===== src/rtl/if_fetch_unit.sv =====
// Instruction-fetch stage: owns the PC, issues one-outstanding imem fetches,
// and feeds fetched words with their PC+4 into the IF/ID register.
module if_fetch_unit #(
  parameter logic [31:0] RESET_PC  = 32'h0000_0000,
  parameter logic [31:0] NOP_INSTR = 32'h0000_0000
) (
  input  logic        clk,
  input  logic        rst,
  input  logic        stall,
  input  logic        redirect,
  input  logic [31:0] redirect_pc,
  output logic        imem_req,
  output logic [31:0] imem_addr,
  input  logic        imem_rvalid,
  input  logic [31:0] imem_rdata,
  output logic [31:0] instr,
  output logic [31:0] pc_plus4,
  output logic        out_valid
);

  typedef enum logic [2:0] {
    IDLE,
    REQ,
    WAIT,
    HOLD,
    DROP
  } state_t;

  state_t      state_q, state_d;
  logic [31:0] pc_q, pc_d;
  logic [31:0] instr_q, instr_d;
  logic [31:0] pc_plus4_q, pc_plus4_d;
  logic [31:0] skid_q, skid_d;
  logic [31:0] imem_addr_q, imem_addr_d;
  logic        out_valid_q, out_valid_d;
  logic        imem_req_q, imem_req_d;

  logic        slot_free;
  logic        consume;
  logic        load;
  logic [31:0] load_data;
  logic [31:0] pc_inc;

  assign pc_inc    = pc_q + 32'd4;
  assign slot_free = !out_valid_q || !stall;
  assign consume   = out_valid_q && !stall && !redirect;

  // Next-state, PC, output register and skid buffer updates.
  always_comb begin
    state_d     = state_q;
    pc_d        = pc_q;
    instr_d     = instr_q;
    pc_plus4_d  = pc_plus4_q;
    skid_d      = skid_q;
    out_valid_d = out_valid_q;
    load        = 1'b0;
    load_data   = imem_rdata;

    unique case (state_q)
      IDLE: state_d = REQ;
      REQ:  state_d = WAIT;
      WAIT: begin
        if (imem_rvalid) begin
          if (slot_free) begin
            load    = 1'b1;
            state_d = REQ;
          end else begin
            skid_d  = imem_rdata;
            state_d = HOLD;
          end
        end
      end
      HOLD: begin
        if (!stall) begin
          load      = 1'b1;
          load_data = skid_q;
          state_d   = REQ;
        end
      end
      DROP: begin
        if (imem_rvalid) state_d = REQ;
      end
      default: state_d = IDLE;
    endcase

    if (consume) begin
      out_valid_d = 1'b0;
      instr_d     = NOP_INSTR;
    end

    if (load) begin
      instr_d     = load_data;
      pc_plus4_d  = pc_inc;
      out_valid_d = 1'b1;
      pc_d        = pc_inc;
    end

    // A flush overrides any load or hold decided above.
    if (redirect) begin
      pc_d        = {redirect_pc[31:2], 2'b00};
      out_valid_d = 1'b0;
      instr_d     = NOP_INSTR;
      pc_plus4_d  = pc_plus4_q;
      skid_d      = '0;
      unique case (state_q)
        REQ:     state_d = DROP;
        WAIT:    state_d = imem_rvalid ? REQ : DROP;
        DROP:    state_d = imem_rvalid ? REQ : DROP;
        default: state_d = REQ;
      endcase
    end

    imem_req_d  = (state_d == REQ);
    imem_addr_d = imem_req_d ? pc_d : imem_addr_q;
  end

  // State and datapath registers with asynchronous reset.
  always_ff @(posedge clk or posedge rst) begin
    if (rst) begin
      state_q     <= IDLE;
      pc_q        <= RESET_PC;
      instr_q     <= NOP_INSTR;
      pc_plus4_q  <= '0;
      skid_q      <= '0;
      out_valid_q <= 1'b0;
      imem_req_q  <= 1'b0;
      imem_addr_q <= '0;
    end else begin
      state_q     <= state_d;
      pc_q        <= pc_d;
      instr_q     <= instr_d;
      pc_plus4_q  <= pc_plus4_d;
      skid_q      <= skid_d;
      out_valid_q <= out_valid_d;
      imem_req_q  <= imem_req_d;
      imem_addr_q <= imem_addr_d;
    end
  end

  assign imem_req  = imem_req_q;
  assign imem_addr = imem_addr_q;
  assign instr     = instr_q;
  assign pc_plus4  = pc_plus4_q;
  assign out_valid = out_valid_q;

endmodule


===== config.mk =====
export PLATFORM = sky130hd
export DESIGN_NAME = if_fetch_unit
export DESIGN_NICKNAME = d
export VERILOG_FILES = /design/src/rtl/if_fetch_unit.sv
export SDC_FILE = /design/constraint.sdc
export NUM_CORES = 1
export LEC_CHECK = 0
export ABC_AREA = 1
export BUFFER_PORTS_ARGS = -buffer_cell sky130_fd_sc_hd__buf_2
export CAP_MARGIN = 10
export CORE_UTILIZATION = 54
export DETAILED_ROUTE_END_ITERATION = 7
export PLACE_DENSITY = 0.78
export SYNTH_ARGS = -nofsm -noshare
export SYNTH_HDL_FRONTEND = slang
export SYNTH_SLANG_ARGS = --single-unit

===== constraint.sdc =====
create_clock -name clk -period 6.1 [get_ports clk]
set_input_delay 0.915 -clock clk [delete_from_list [all_inputs] [get_ports clk]]
set_output_delay 0.915 -clock clk [all_outputs]
set_load 0.05 [all_outputs]

# After elaboration in Yosys (flattened, before gate mapping)

Cells that the tools add are included.

Add/sub/neg operators: 1
Multiply operators: 0
Div/mod/pow operators: 0
$lt $le $gt $ge: 0
Eq/ne operators: 6
Shift operators: 0
Mux-type cells: 26
Bitwise logic cells: 1
Reductions and logical operators: 13

Operators by type and width:

| operator                | count |
|---|---|
| $mux W32                | 11 |
| $add A32 B3 Y32 const B | 1 |
| $mux W3                 | 5 |
| $pmux W3 S5             | 1 |
| $eq A3 B1 Y1 const B    | 2 |
| $eq A3 B2 Y1 const B    | 2 |
| $mux W1                 | 6 |
| $pmux W3 S2             | 1 |
| $reduce_bool A2 Y1      | 2 |
| $eq A3 B3 Y1 const B    | 1 |
| $logic_not A1 Y1        | 3 |
| $logic_not A3 Y1        | 1 |
| $reduce_and A3 Y1       | 1 |
| $reduce_bool A3 Y1      | 1 |
| $logic_and A1 B1 Y1     | 2 |
| $mux W2                 | 1 |
| $ne A2 B2 Y1 const B    | 1 |
| $pmux W1 S2             | 1 |
| $reduce_and A2 Y1       | 1 |
| $reduce_or A2 Y1        | 1 |
| $logic_or A1 B1 Y1      | 1 |
| $not A1 Y1              | 1 |

Flip-flop bits (word level): 165
Latch bits: 0
Memory bits (writable): 0
Bits in read-only memories: 0
Input bits: 69
Output and inout port bits: 98
Word-level logic and storage cells: 55
Memories: 0

# Longest topological paths before layout

Word-level depth: 7
Gate-level depth with buffers: 12

# Worst setup path before layout

Ideal clock, no wire load.

Path kind: input port to flip-flop
From: input port stall
To: register pc_plus4_q[21], in the netlist pc_plus4[21]
Library setup time: 119 ps
Data arrival time: 1904 ps
Path slack: 4076 ps
Stages: 10
Path buffers: 2
Cells stage by stage: nand2_1 > inv_1 > nor2_1 > nand2_4 > a21oi_4 > inv_2 > buf_2 > buf_2 > nand2_1 > nand2_1

Longest elaborated chain between the ends: 6
Elaborated cells between the ends (all ways): 7

Ends and longest elaborated chain:

| element                       | line | text |
|---|---|---|
| start: declaration            | 9    | `input logic stall,` |
| $logic_not A1 Y1              | -    |  |
| $logic_or A1 B1 Y1            | 45   | `assign slot_free = !out_valid_q \|\| !stall;` |
| $mux W1                       | 64   | `if (slot_free) begin` |
| $mux W1                       | 63   | `if (imem_rvalid) begin` |
| $pmux W1 S2 *                 | 59   | `unique case (state_q)` |
| $reduce_and A2 Y1 (no line) * | -    |  |
| end signal: assignment        | 132  | `pc_plus4_q <= pc_plus4_d;` |
| end: declaration              | 32   | `logic [31:0] pc_plus4_q, pc_plus4_d;` |

Mark *: on every way between the ends. The rest lies on a longest branch, timed or not.
A chain may end at the register's enable or synchronous reset.

# Final worst setup path

From: input port stall
To: register instr_q[7], in the netlist instr[7]

Longest elaborated chain between the ends: 7
Elaborated cells between the ends (all ways): 13

Ends and longest elaborated chain:

| element                | line | text |
|---|---|---|
| $logic_not A1 Y1       | -    |  |
| $logic_or A1 B1 Y1     | 45   |  |
| $mux W1                | 64   |  |
| $mux W1                | 63   |  |
| $pmux W1 S2            | 59   |  |
| $mux W32               | 91   | `if (load) begin` |
| $mux W32               | 99   | `if (redirect) begin` |
| end signal: assignment | 131  | `instr_q <= instr_d;` |
| end: declaration       | 31   | `logic [31:0] instr_q, instr_d;` |

Parallel ways exist; a longest one is shown, timed or not.

==> run_results.csv <==
group,metric,value,unit
placement,portBuffers,164,
final_layout,diodes,0,
timing,worst_slew_pin_slew,1.12,ns
clock_tree,clkTransAtPathRegs,0.06,ns
timing,maxSlewHeadroom,25.1,%
timing,fin_worst_skew,0.00495,ns
timing,post-route-worst-setup-slack,2.46,ns
final_layout,stdcell_area,9090,um^2
synthesis,synth_commonest_cells,"nand2_1 (344), dfrtp_1 (165), inv_1 (121)",
hold_path,min-delay-start,"imem_addr[7]",
clock_tree,cts_tree,"yes",
floorplan,num_rows,42,
synthesis,synth.distinct_cells,30,
routing,first_iter_violations,603,
floorplan,pin_count,167,
worst_setup_path,critical_path.max_fanout,69,
synthesis,synth_seq_area_share,54.4,%
power,leakagePower,0.00504,uW
final_layout,utilization,67.5,%
synthesis,synth_compound_area_share,9.72,%
worst_setup_path,required,6.43,ns
hold_path,hold_path.class,"reg2reg",
synthesis,synth_top_family_by_area,"simple AND/OR/NAND/NOR gates",
worst_setup_path,cp.arrival,3.97,ns
clock_tree,post_cts_resized,0,
global_route,grt_max_degree,106,
synthesis,ys_warn_count,0,
clock_tree,cts-htree-levels,4,
timing,fin_hold_ws,0.471,ns
power,max-vdd-ir-drop,336,uV
final_layout,nNetsFinal,1176,
worst_setup_path,worst_setup_path_end_kind,"register",
synthesis,synthCells,959,
synthesis,ys_ff_latch,165,
timing,post-route-min-period,3.64,ns
floorplan,start_util,56.4,%
placement,gp_congestion,0.899,
routing,dr.pass1.iters,5,
clock_tree,clk_latency,0.42,ns
worst_setup_path,r2r_start,"state_q[1]",
final_layout,syn_to_final_growth,19.7,%
synthesis,synth_area,7590,um^2
worst_setup_path,crit_path_start,"stall",
routing,vias,6758,
routing,via_per_inst,5.22,
synthesis,synthTopCellsByArea,"dfrtp_1 (54%), nand2_1 (17%), inv_1 (6.0%)",
global_route,grt_pass1_vias,6341,
status,status,"completed",
routing,drt-wirelength-per-cell,14.5,um
timing,tns,0,ns
synthesis,yosysMostFrequentCell,"nand2_1",
synthesis,synth-simple-area-share,26.0,%
timing,final-setup-viol-count,0,
synthesis,synth_xor_area_share,0.808,%
clock_tree,cts_root_buf,"clkbuf_16",
final_layout,nFillCells,1162,
floorplan,die_x,121,um
run,drv_cap,0,
global_route,grt_pass1_wl,30800,um
placement,dp_hpwl,12400,um
timing,hold_violations,0,
synthesis,ys.flop_type,"dfrtp_1",
timing,max_freq,275,MHz
clock_tree,hold_buffers,0,
clock_tree,postCtsSetupBuffers,0,
worst_setup_path,start_kind,"input pin",
synthesis,async_flop_share,100,%
routing,drc,0,
synthesis,syn_nets,1029,
synthesis,yosys.area.top_type,"dfrtp_1",
timing,period_share,59.7,%
clock_tree,cts_buffer_depth,2,
synthesis,yosys.area_share.adder,0.165,%
placement,place_area,8480,um^2
worst_setup_path,path_class,"in2reg",
global_route,grt_use_total,27.3,%
clock_tree,cts.sinks,165,
routing,wl,18800,um
floorplan,dieArea,14500,um^2
clock_tree,numCtsBuffers,17,
floorplan,placeableCoreArea,13500,um^2
power,power-per-cell-area,430,nW/um^2
placement,pre_cts_ws,2.03,ns
synthesis,synthMuxAreaShare,0,%
timing,maxSlewViolCount,0,
final_layout,layout-drive-gt1-share,19.5,%
synthesis,synth_edf_count,0,
synthesis,avgSynthCellArea,7.92,um^2
global_route,grt-ovfl-total,0,
floorplan,dieHeight,121,um
synthesis,synth_top_area_share,54.4,%
timing,rsz0062_at_grt,"false",
global_route,antenna_found_initial,0,
routing,ant_nets,0,
final timing paths:
| path | to | slack [ns] | cells after the start |
|---|---|---|---|
| worst max-delay path | instr[7] | 2.46 | 7 |
| worst min-delay path | imem_addr[7] | 0.47 | 2 |
| worst max register to register | instr[7] | 2.66 | 7 |
| worst min register to register | imem_addr[7] | 0.47 | 2 |
| max in group asynchronous | instr[2] | 4.08 | 3 |
| min in group asynchronous | pc_plus4[21] | 0.70 | 2 |
state kept, by name, summed over array words and instances, names as in the netlist:
register,cells
imem_req,1
pc_plus4,32
state_q,3
out_valid,1
instr,32
imem_addr,32
skid_q,32
pc_q,32
where the power goes:
group / total, uW / leakage, uW / switching (uW) / internal [uW]
logic: 1380 / 0.00258 / 1080 / 291
registers: 1460 / 0.00217 / 146 / 1310
clock network: 1070 / 0.000287 / 417 / 652
worst max-delay path, stage by stage:
cell and delay (ns):
buf_2 0.12, nor2_1 0.17, nand2_2 0.65, a21oi_4 0.96, inv_2 0.46, buf_4 0.41
o22ai_1 0.25
placed cells by master (no fill, tap or decap), types with 2 or more instances in the layout:
cell type   netlist  layout
o21bai_1          6       6
nand2_1         344     344
clkbuf_16         0      17
buf_4             6       5
xnor2_1           7       7
nand3_1          80      80
clkinv_2          0       3
nor2_2            3       3
o21ai_0          82      82
dfrtp_1         165     165
clkbuf_8          0       5
nand2_2           3       3
inv_1           121     120
o21ai_1           8       7
and2_1            3       3
buf_2            18     164
clkinvlp_4        0       3
o22ai_1          32      32
nor2_1           45      45
inv_2             5       5
bufinv_16         0       2
nand4_1           3       3
layer usage:
metal,GRT usage [%],up-vias,routed length [um]
li1,-,3306,-
met1,38.3,3170,8570
met2,42.1,254,8550
met3,5.66,28,1330
met4,9.72,0,332
met5,0,-,0
cell families after synthesis:
kind of cell | after synthesis
compound gates | 133
xor+xnor | 7
fa+ha+maj | 1
flops | 165
buf+inv | 168
simple gates | 485
cell type report:
class                      count  area (um^2)  share of cell area (%)
sequential                   165         4130                    45.4
multi-input combinational    626         2790                    30.7
clock inverter                 8         97.6                    1.07
tap                          176          220                    2.42
timing repair buffer         170          873                    9.61
clock buffer                  23          498                    5.48
inverter                     126          478                    5.26
per-stage QoR:
stage | cells | total power (uW)
floorplan | 959 | 2500
global placement | 1262 | 2820
detailed placement | 1262 | 2840
CTS | 1293 | 3920
global route | 1294 | 4080
finish | 1294 | 3900
Note: power is estimated with default switching activity, not from simulation.
